`src/rtl/branch_resolve_ctrl_pkg.sv`:
```
`default_nettype none
// ============================================================================
// Module      : branch_resolve_ctrl_pkg
// Description : Branch kinds, funct3 compare codes and controller state codes.
// Revision    : 1.0 - initial release
// ============================================================================
package branch_resolve_ctrl_pkg;

    localparam logic [2:0] c_beq  = 3'b000;
    localparam logic [2:0] c_bne  = 3'b001;
    localparam logic [2:0] c_blt  = 3'b100;
    localparam logic [2:0] c_bge  = 3'b101;
    localparam logic [2:0] c_bltu = 3'b110;
    localparam logic [2:0] c_bgeu = 3'b111;

    localparam logic [1:0] c_bk_br   = 2'd0;
    localparam logic [1:0] c_bk_jal  = 2'd1;
    localparam logic [1:0] c_bk_jalr = 2'd2;

    typedef enum logic [1:0] {
        ST_IDLE     = 2'd0,
        ST_WAIT_OPS = 2'd1,
        ST_EVAL     = 2'd2,
        ST_FLUSH    = 2'd3
    } state_e;

    // JALR takes its base from rs1 and drops bit 0; everything else is PC-relative.
    function automatic logic [31:0] calc_target(input logic [1:0]  kind,
                                                input logic [31:0] pc,
                                                input logic [31:0] imm,
                                                input logic [31:0] rs1);
        if (kind == c_bk_jalr)
            return (rs1 + imm) & ~32'h1;
        return pc + imm;
    endfunction

endpackage
`default_nettype wire

```
`src/rtl/branch_resolve_ctrl_branch_comp.sv`:
```
`default_nettype none
// ============================================================================
// Module      : branch_resolve_ctrl_branch_comp
// Description : RV32 conditional-branch comparator (BranchComp).
// Revision    : 1.0 - initial release
// ============================================================================
module branch_resolve_ctrl_branch_comp
    import branch_resolve_ctrl_pkg::*;
(
    input  logic [2:0]  i_op,
    input  logic [31:0] i_rs1,
    input  logic [31:0] i_rs2,
    output logic        o_taken
);

    always_comb begin
        o_taken = 1'b0;
        case (i_op)
            c_beq:   o_taken = (i_rs1 == i_rs2);
            c_bne:   o_taken = (i_rs1 != i_rs2);
            c_blt:   o_taken = ($signed(i_rs1) <  $signed(i_rs2));
            c_bge:   o_taken = ($signed(i_rs1) >= $signed(i_rs2));
            c_bltu:  o_taken = (i_rs1 <  i_rs2);
            c_bgeu:  o_taken = (i_rs1 >= i_rs2);
            default: o_taken = 1'b0;
        endcase
    end

endmodule
`default_nettype wire

```
`src/rtl/branch_resolve_ctrl.sv`:
```
`default_nettype none
// ============================================================================
// Module      : branch_resolve_ctrl
// Description : Execute-stage branch/jump resolution with redirect, flush and
//               perf counters.
// Revision    : 1.0 - initial release
// ============================================================================
module branch_resolve_ctrl
    import branch_resolve_ctrl_pkg::*;
#(
    parameter int FLUSH_CYCLES = 2,
    parameter int CNT_W        = 32
) (
    input  logic             clk,
    input  logic             reset,
    input  logic             in_valid,
    output logic             in_ready,
    input  logic [1:0]       in_kind,
    input  logic [2:0]       in_branch_op,
    input  logic [31:0]      in_pc,
    input  logic [31:0]      in_imm,
    input  logic             opnd_valid,
    input  logic [31:0]      opnd_rs1,
    input  logic [31:0]      opnd_rs2,
    input  logic             kill,
    output logic             resolve_valid,
    output logic             resolve_taken,
    output logic [31:0]      link_value,
    output logic             redirect_valid,
    output logic [31:0]      redirect_pc,
    output logic             misalign_exc,
    output logic             flush,
    output logic [CNT_W-1:0] cnt_resolved,
    output logic [CNT_W-1:0] cnt_taken
);

    localparam int                c_fcnt_w   = $clog2(FLUSH_CYCLES + 1);
    localparam logic [c_fcnt_w-1:0] c_fcnt_load = c_fcnt_w'(FLUSH_CYCLES);
    localparam logic [c_fcnt_w-1:0] c_fcnt_one  = c_fcnt_w'(1);

    state_e              r_state;
    state_e              w_state_nxt;
    logic [1:0]          r_kind;
    logic [2:0]          r_op;
    logic [31:0]         r_pc;
    logic [31:0]         r_imm;
    logic [31:0]         r_rs1;
    logic [31:0]         r_rs2;
    logic [c_fcnt_w-1:0] r_flush_cnt;

    logic                w_cmp_taken;
    logic                w_taken;
    logic [31:0]         w_target;
    logic                w_misalign;
    logic                w_fire;

    logic                r_resolve_valid;
    logic                r_resolve_taken;
    logic                r_redirect_valid;
    logic                r_misalign_exc;
    logic [31:0]         r_link_value;
    logic [31:0]         r_redirect_pc;
    logic [CNT_W-1:0]    r_cnt_resolved;
    logic [CNT_W-1:0]    r_cnt_taken;

    branch_resolve_ctrl_branch_comp u_branch_comp (
        .i_op    (r_op),
        .i_rs1   (r_rs1),
        .i_rs2   (r_rs2),
        .o_taken (w_cmp_taken)
    );

    assign w_taken    = (r_kind == c_bk_br) ? w_cmp_taken : 1'b1;
    assign w_target   = calc_target(r_kind, r_pc, r_imm, r_rs1);
    assign w_misalign = w_taken && w_target[1];
    assign w_fire     = (r_state == ST_EVAL) && !kill;

    always_ff @(posedge clk) begin
        if (reset)
            r_state <= ST_IDLE;
        else
            r_state <= w_state_nxt;
    end

    always_comb begin
        w_state_nxt = r_state;
        case (r_state)
            ST_IDLE:     if (in_valid) w_state_nxt = opnd_valid ? ST_EVAL : ST_WAIT_OPS;
            ST_WAIT_OPS: if (opnd_valid) w_state_nxt = ST_EVAL;
            ST_EVAL:     w_state_nxt = (w_taken && !w_misalign) ? ST_FLUSH : ST_IDLE;
            ST_FLUSH:    if (r_flush_cnt == c_fcnt_one) w_state_nxt = ST_IDLE;
            default:     w_state_nxt = ST_IDLE;
        endcase
        if (kill)
            w_state_nxt = ST_IDLE;
    end

    // Instruction fields and operands; state transitions decide whether they are used.
    always_ff @(posedge clk) begin
        if (reset) begin
            r_kind <= c_bk_br;
            r_op   <= c_beq;
            r_pc   <= 32'd0;
            r_imm  <= 32'd0;
            r_rs1  <= 32'd0;
            r_rs2  <= 32'd0;
        end else begin
            if (r_state == ST_IDLE && in_valid) begin
                r_kind <= in_kind;
                r_op   <= in_branch_op;
                r_pc   <= in_pc;
                r_imm  <= in_imm;
            end
            if ((r_state == ST_IDLE && in_valid && opnd_valid) ||
                (r_state == ST_WAIT_OPS && opnd_valid)) begin
                r_rs1 <= opnd_rs1;
                r_rs2 <= opnd_rs2;
            end
        end
    end

    always_ff @(posedge clk) begin
        if (reset)
            r_flush_cnt <= '0;
        else if (w_state_nxt == ST_FLUSH && r_state != ST_FLUSH)
            r_flush_cnt <= c_fcnt_load;
        else if (r_state == ST_FLUSH)
            r_flush_cnt <= r_flush_cnt - c_fcnt_one;
    end

    // A misaligned target raises the exception instead of resolving, but still counts.
    always_ff @(posedge clk) begin
        if (reset) begin
            r_resolve_valid  <= 1'b0;
            r_resolve_taken  <= 1'b0;
            r_redirect_valid <= 1'b0;
            r_misalign_exc   <= 1'b0;
            r_link_value     <= 32'd0;
            r_redirect_pc    <= 32'd0;
            r_cnt_resolved   <= '0;
            r_cnt_taken      <= '0;
        end else begin
            r_resolve_valid  <= w_fire && !w_misalign;
            r_resolve_taken  <= w_fire && w_taken && !w_misalign;
            r_redirect_valid <= w_fire && w_taken && !w_misalign;
            r_misalign_exc   <= w_fire && w_misalign;
            if (w_fire) begin
                r_link_value   <= r_pc + 32'd4;
                r_redirect_pc  <= w_target;
                r_cnt_resolved <= r_cnt_resolved + CNT_W'(1);
                if (w_taken)
                    r_cnt_taken <= r_cnt_taken + CNT_W'(1);
            end
        end
    end

    assign in_ready       = (r_state == ST_IDLE);
    assign flush          = (r_state == ST_FLUSH);
    assign resolve_valid  = r_resolve_valid;
    assign resolve_taken  = r_resolve_taken;
    assign redirect_valid = r_redirect_valid;
    assign misalign_exc   = r_misalign_exc;
    assign link_value     = r_link_value;
    assign redirect_pc    = r_redirect_pc;
    assign cnt_resolved   = r_cnt_resolved;
    assign cnt_taken      = r_cnt_taken;

endmodule
`default_nettype wire

```
`config.mk`:
```
export PLATFORM = sky130hd
export DESIGN_NAME = branch_resolve_ctrl
export DESIGN_NICKNAME = d
export VERILOG_FILES = /design/src/rtl/branch_resolve_ctrl_pkg.sv /design/src/rtl/branch_resolve_ctrl_branch_comp.sv /design/src/rtl/branch_resolve_ctrl.sv
export SDC_FILE = /design/constraint.sdc
export NUM_CORES = 1
export LEC_CHECK = 0
export BUFFER_PORTS_ARGS = -buffer_cell sky130_fd_sc_hd__buf_4
export CELL_PAD_IN_SITES_DETAIL_PLACEMENT = 1
export CELL_PAD_IN_SITES_GLOBAL_PLACEMENT = 1
export CORE_AREA = 8 8 212 214
export DETAILED_ROUTE_END_ITERATION = 16
export DIE_AREA = 0 0 220 222
export PLACE_DENSITY_LB_ADDON = 0.1
export SYNTH_ARGS = -nofsm -noshare
export SYNTH_HDL_FRONTEND = slang
export SYNTH_SLANG_ARGS = --single-unit
```
`constraint.sdc`:
```
create_clock -name clk -period 3.96 [get_ports clk]
set_input_delay 0.594 -clock clk [delete_from_list [all_inputs] [get_ports clk]]
set_output_delay 0.594 -clock clk [all_outputs]
set_load 0.02 [all_outputs]
```
* After elaboration in Yosys (flattened, before gate mapping)
Cells that the tools add are included.
Cells by class: eq/ne operators 14, reductions and logical operators 20, order comparisons 4, multiplexer cells 14, $add $sub $neg 6
Operator list (number):
- $add 32x1->32 const B | 2
- $add 32x32->32 | 2
- $ge 32x32->1 | 2
- $lt 32x32->1 | 2
- $mux 32 | 2
- $add 32x3->32 const B | 1
- $eq 32x32->1 | 1
- $ne 32x32->1 | 1
- $mux 2 | 8
- $eq 3x3->1 const B | 4
- $logic_and 1x1->1 | 11
- $eq 2x2->1 const B | 4
- $pmux 2 s4 | 1
- $pmux 1 s6 | 1
- $eq 2x1->1 const B | 2
- $logic_not 2->1 | 2
- $eq 3x1->1 const B | 1
- $logic_not 3->1 | 1
- $logic_not 1->1 | 2
- $mux 1 | 2
- $ne 2x2->1 const B | 1
- $reduce_and 2->1 | 1
- $reduce_bool 2->1 | 1
- $reduce_or 2->1 | 1
- 2 further kinds | 2
Storage, ports and cells: register bits 268, output and inout bits 134, input port bits 138, logic and storage cells 74

* Logic depth before layout (Yosys ltp)
word-level depth 12, gate-level depth with buffers 13, gate-level depth less buffers 13

* Modules after synthesis
From an unflattened synthesis, not the netlist that was laid out.
Second synthesis, totals: cells, all modules 1858, area total of the unflattened synthesis 14491.4 um^2
Modules (own cells, without submodules):
- branch_resolve_ctrl | area an instance 13568.0 um^2, seq. area each 5365.1 um^2, times used 1, cells each 1730
- branch_resolve_ctrl_branch_comp | area an instance 923.4 um^2, seq. area each 0.0 um^2, times used 1, cells each 128

* Least setup slack after synthesis
OpenSTA, ideal clock, no wires.
path kind register to register, start point register r_imm[0], end point register r_redirect_pc[28], in the netlist redirect_pc[28], setup time 0.134 ns, stages on the path, launching flop included 14, arrival 2.872 ns, buffers on the path 0, clock period less this slack 3.006 ns, data required time 3.826 ns, path slack 0.954 ns, cells stage by stage dfxtp_1 > ha_1 > inv_1 > fa_1 > nor2b_1 > o2111ai_1 > a31o_2 > a21oi_2 > a21oi_1 > a311oi_1 > a31oi_1 > or3_1 > a21oi_1 > o22ai_1
On the way: longest elaborated chain between the ends 3, elaborated cells on any way between the ends 4, classes of those cells add/sub: 2; mux: 2
RTL lines:
- start: declaration | line branch_resolve_ctrl.sv:46 | logic [31:0] r_imm;
- start signal: assignment | line branch_resolve_ctrl.sv:112 | r_imm <= in_imm;
- $add 32x32->32 | line branch_resolve_ctrl_pkg.sv:33 | return (rs1 + imm) & ~32'h1;
- $mux 32 | line branch_resolve_ctrl_pkg.sv:32 | if (kind == c_bk_jalr)
- $mux 32 (*) | line branch_resolve_ctrl_pkg.sv:34 | return pc + imm;
- end signal: assignment | line branch_resolve_ctrl.sv:149 | r_redirect_pc <= w_target;
- end: declaration | line branch_resolve_ctrl.sv:62 | logic [31:0] r_redirect_pc;
Mark *: on every way between the ends. The rest lies on a longest branch, timed or not. The select of a mux whose other input is x is not followed. A chain may end at the register's enable or synchronous reset.

* Worst setup path in the final report
Same ends and word-level chain as after synthesis.

==> flow_summary.yaml <==
grt:
  grt_pass1_wl_um: 78700
  overflow: 0
  grt_antenna_before_repair: 1
  grt_pass1_vias: 14300
  grt_max_degree: 134
  track_usage: 0.200
yosys:
  yosys_most_used_dff: "dfxtp_1"
  syn-num-nets: 2070
  seq_area_frac_synth: 0.373
  netlist_area_mm2: 0.0144
  synth_area_leaders: "dfxtp_1 37%, nand2_1 9.3%, ha_1 8.4%, a21oi_1 8.1%, xnor2_1 4.5%"
  synth_top_cell_by_area: "dfxtp_1"
  synth_edf_count: 0
  async_flop_share: 0
  ys_ff_latch: 268
  yosysWarnings: 0
  synth_cell_types: 63
  synth_top_cell_area_share: 0.373
  postSynthAreaPerCell_um2: 7.84
  syn_inst: 1833
clock_network:
  cts-htree-levels: 2
  root_buffer: "clkbuf_16"
  clock_latency_ns: 0.53
  clockBufferDepth: 3
  cts_resized: 0
  cts.clk_slew.worst_paths_ns: 0.06
  cts_tree: "built"
  clock-sinks: 268
  cts_buffers: 34
  hold_buffers: 0
  post_cts_buffers: 0
die:
  start_util: 0.347
  pin_count: 272
  die_h_um: 222
  core.rowCount: 75
  coreArea_mm2: 0.0415
  dieArea_mm2: 0.0488
  die_w_um: 220
drt:
  drcViolationCount: 0
  dr_total_vias: 13600
  met1_length_um: 24000
  wl_per_cell_um: 19.0
  wl_met3_um: 1970
  dr.pass1.iters: 5
  vias_per_cell: 5.16
  maxUsedRoutingLayer: "met4"
  drtIter0Drc: 741
  ant_nets: 0
  dr_wl_met2_um: 23100
  wl_um: 50100
sta:
  finClkSkew_ns: 0.0108
  slew_viol_final: 0
  period_share: 0.887
  relSlewSlack: 0.289
  layout_min_cycle_time_ns: 3.51
  max_freq_mhz: 285
  rsz0062_at_grt: "false"
  tns_ns: 0
  setup_viol: 0
  tightestPinTransition_ns: 1.06
  hold_violations: 0
power_and_ir_drop:
  p_per_area_mw_per_mm2: 393
  leakage_uw: 0.00757
  ir_worst_vdd_mv: 0.207
worst_setup_path:
  crit_type: "reg2reg"
  critPathMaxFanout: 4
  cp.arrival_ns: 3.91
  end_kind: "register"
  required_ns: 4.35
  cp-start-kind: "register"
place:
  port_buffers: 271
  routabilityCongestion: 0.847
  hpwl_um: 37900
  placed_area_mm2: 0.0169
final_layout:
  nets: 2304
  synthToLayoutAreaGrowth_pct: 25.9
  layout-drive-gt1-share: 0.169
  antenna_cells: 0
  design_area_mm2: 0.0181
flow_run:
  maxCapViolCount: 0
hold_path:
  hp-class: "in2reg"
run_status:
  status: "completed"
==> worst paths after layout <==
check                     from               to  slack [ns]  cells after the start
setup reg to reg      r_imm[0]  redirect_pc[28]        0.45                     13
hold / removal    opnd_rs2[10]        r_rs2[10]        0.31                      3
hold reg to reg      r_rs2[10]        r_rs2[10]        0.46                      2
setup / recovery      r_imm[0]  redirect_pc[28]        0.45                     13
==> worst max-delay path: stages (launching register included) <==
cell and delay (ns):
dfxtp_1 0.39, ha_1 0.21, inv_1 0.07, fa_1 0.38, nor2b_1 0.22, o2111ai_1 0.18
a31o_2 0.31, a21oi_2 0.20, a21oi_1 0.15, a311oi_1 0.46, a31oi_1 0.18, or3_1 0.37
a21oi_1 0.15, o22ai_1 0.11
==> report_power, final <==
part | switching [uW] | total [uW] | internal [uW] | leakage, uW
registers | 107 | 2900 | 2790 | 0.00218
clock network | 1200 | 3250 | 2050 | 0.000567
logic | 563 | 957 | 395 | 0.00482
==> final cells by class <==
cell class              count  area [um2]
clock inverters             8         145
multi-input cells        1416        8460
repair buffers            288        2210
well taps                 539         674
flip-flops and latches    268        5370
fillers                  5083       23400
clock buffers              51        1030
inverters                  59         221
==> through the flow <==
stage | setup slack (ns) | total power, uW | instances | hold slack (ns) | util
6_report | 0.447 | 7110 | 2629 | 0.308 | 0.436
5_1_grt | 0.233 | 7440 | 2629 | 0.291 | 0.436
4_1_cts | 0.478 | 7230 | 2629 | 0.270 | 0.436
3_5_place_dp | 0.509 | 3920 | 2570 | 0.448 | 0.408
3_3_place_gp | 0.613 | 3900 | 2570 | 0.446 | 0.408
2_1_floorplan | 0.954 | 3530 | 1833 | 0.436 | -
==> registers in the layout, indices dropped and copies added (netlist names), 2 cells and up <==
name,count
r_rs2,32
r_flush_cnt,2
r_kind,2
link_value,32
cnt_taken,32
redirect_pc,32
r_pc,32
r_rs1,32
cnt_resolved,32
r_state,2
r_op,3
r_imm,32
==> cells in the final DEF (no fill, tap or decap), drive strengths merged, types with 10 or more instances in the layout <==
| master | Yosys | final |
|---|---|---|
| nand2 | 358 | 358 |
| buf | 14 | 287 |
| dfxtp | 268 | 268 |
| a21oi | 234 | 234 |
| nor2 | 158 | 158 |
| ha | 97 | 97 |
| xnor2 | 74 | 74 |
| inv | 59 | 59 |
| xor2 | 59 | 59 |
| clkbuf | 76 | 52 |
| a211oi | 46 | 46 |
| o21ai | 46 | 46 |
| nand3 | 42 | 42 |
| a21o | 37 | 37 |
| nor3 | 33 | 33 |
| and3 | 28 | 28 |
| nand4 | 25 | 25 |
| or3 | 18 | 18 |
| nor4 | 17 | 17 |
| and4 | 12 | 12 |
| nand2b | 12 | 12 |
| a31oi | 11 | 11 |
| o211ai | 10 | 10 |
| and2 | 10 | 10 |
==> synthesized netlist by cell type (3+ instances only) <==
| library cell | number |
|---|---|
| nand2_1 | 358 |
| dfxtp_1 | 268 |
| a21oi_1 | 233 |
| nor2_1 | 158 |
| ha_1 | 97 |
| clkbuf_1 | 76 |
| xnor2_1 | 74 |
| inv_1 | 59 |
| xor2_1 | 59 |
| a211oi_1 | 46 |
| nand3_1 | 42 |
| o21ai_0 | 40 |
| a21o_1 | 37 |
| nor3_1 | 32 |
| and3_1 | 28 |
| nand4_1 | 25 |
| or3_1 | 18 |
| nor4_1 | 16 |
| and4_1 | 12 |
| nand2b_1 | 12 |
| a31oi_1 | 11 |
| and2_1 | 10 |
| buf_1 | 10 |
| o211ai_1 | 10 |
| nor2b_1 | 9 |
| nor4b_1 | 8 |
| o21bai_1 | 8 |
| o21ai_1 | 6 |
| a211o_1 | 5 |
| a221oi_1 | 5 |
| o21a_1 | 5 |
| o31ai_1 | 5 |
| mux2i_1 | 4 |
| a22oi_1 | 3 |
| a311oi_1 | 3 |
| nor3b_1 | 3 |
| or4_1 | 3 |
==> per-layer routing <==
| metal | up-vias | global-route usage |
|---|---|---|
| met5 | - | 0 |
| met4 | 0 | 0.0535 |
| met3 | 65 | 0.0311 |
| met2 | 253 | 0.332 |
| met1 | 6409 | 0.266 |
| li1 | 6841 | - |
==> cell families (layout without fill, tap and decap cells) <==
kind of cell / count (synthesis) / after routing / synth area share
AO/OA/AOI/OAI: 436 / 436 / 0.183
XOR/XNOR: 133 / 133 / 0.0810
adder cells (fa/ha/maj): 99 / 99 / 0.0872
buffers and inverters: 149 / 406 / 0.0396
flip-flops: 268 / 268 / 0.373
multiplexers: 5 / 5 / 0.00357
AND/OR/NAND/NOR: 743 / 743 / 0.233
Note: power is estimated with default switching activity, not from simulation.
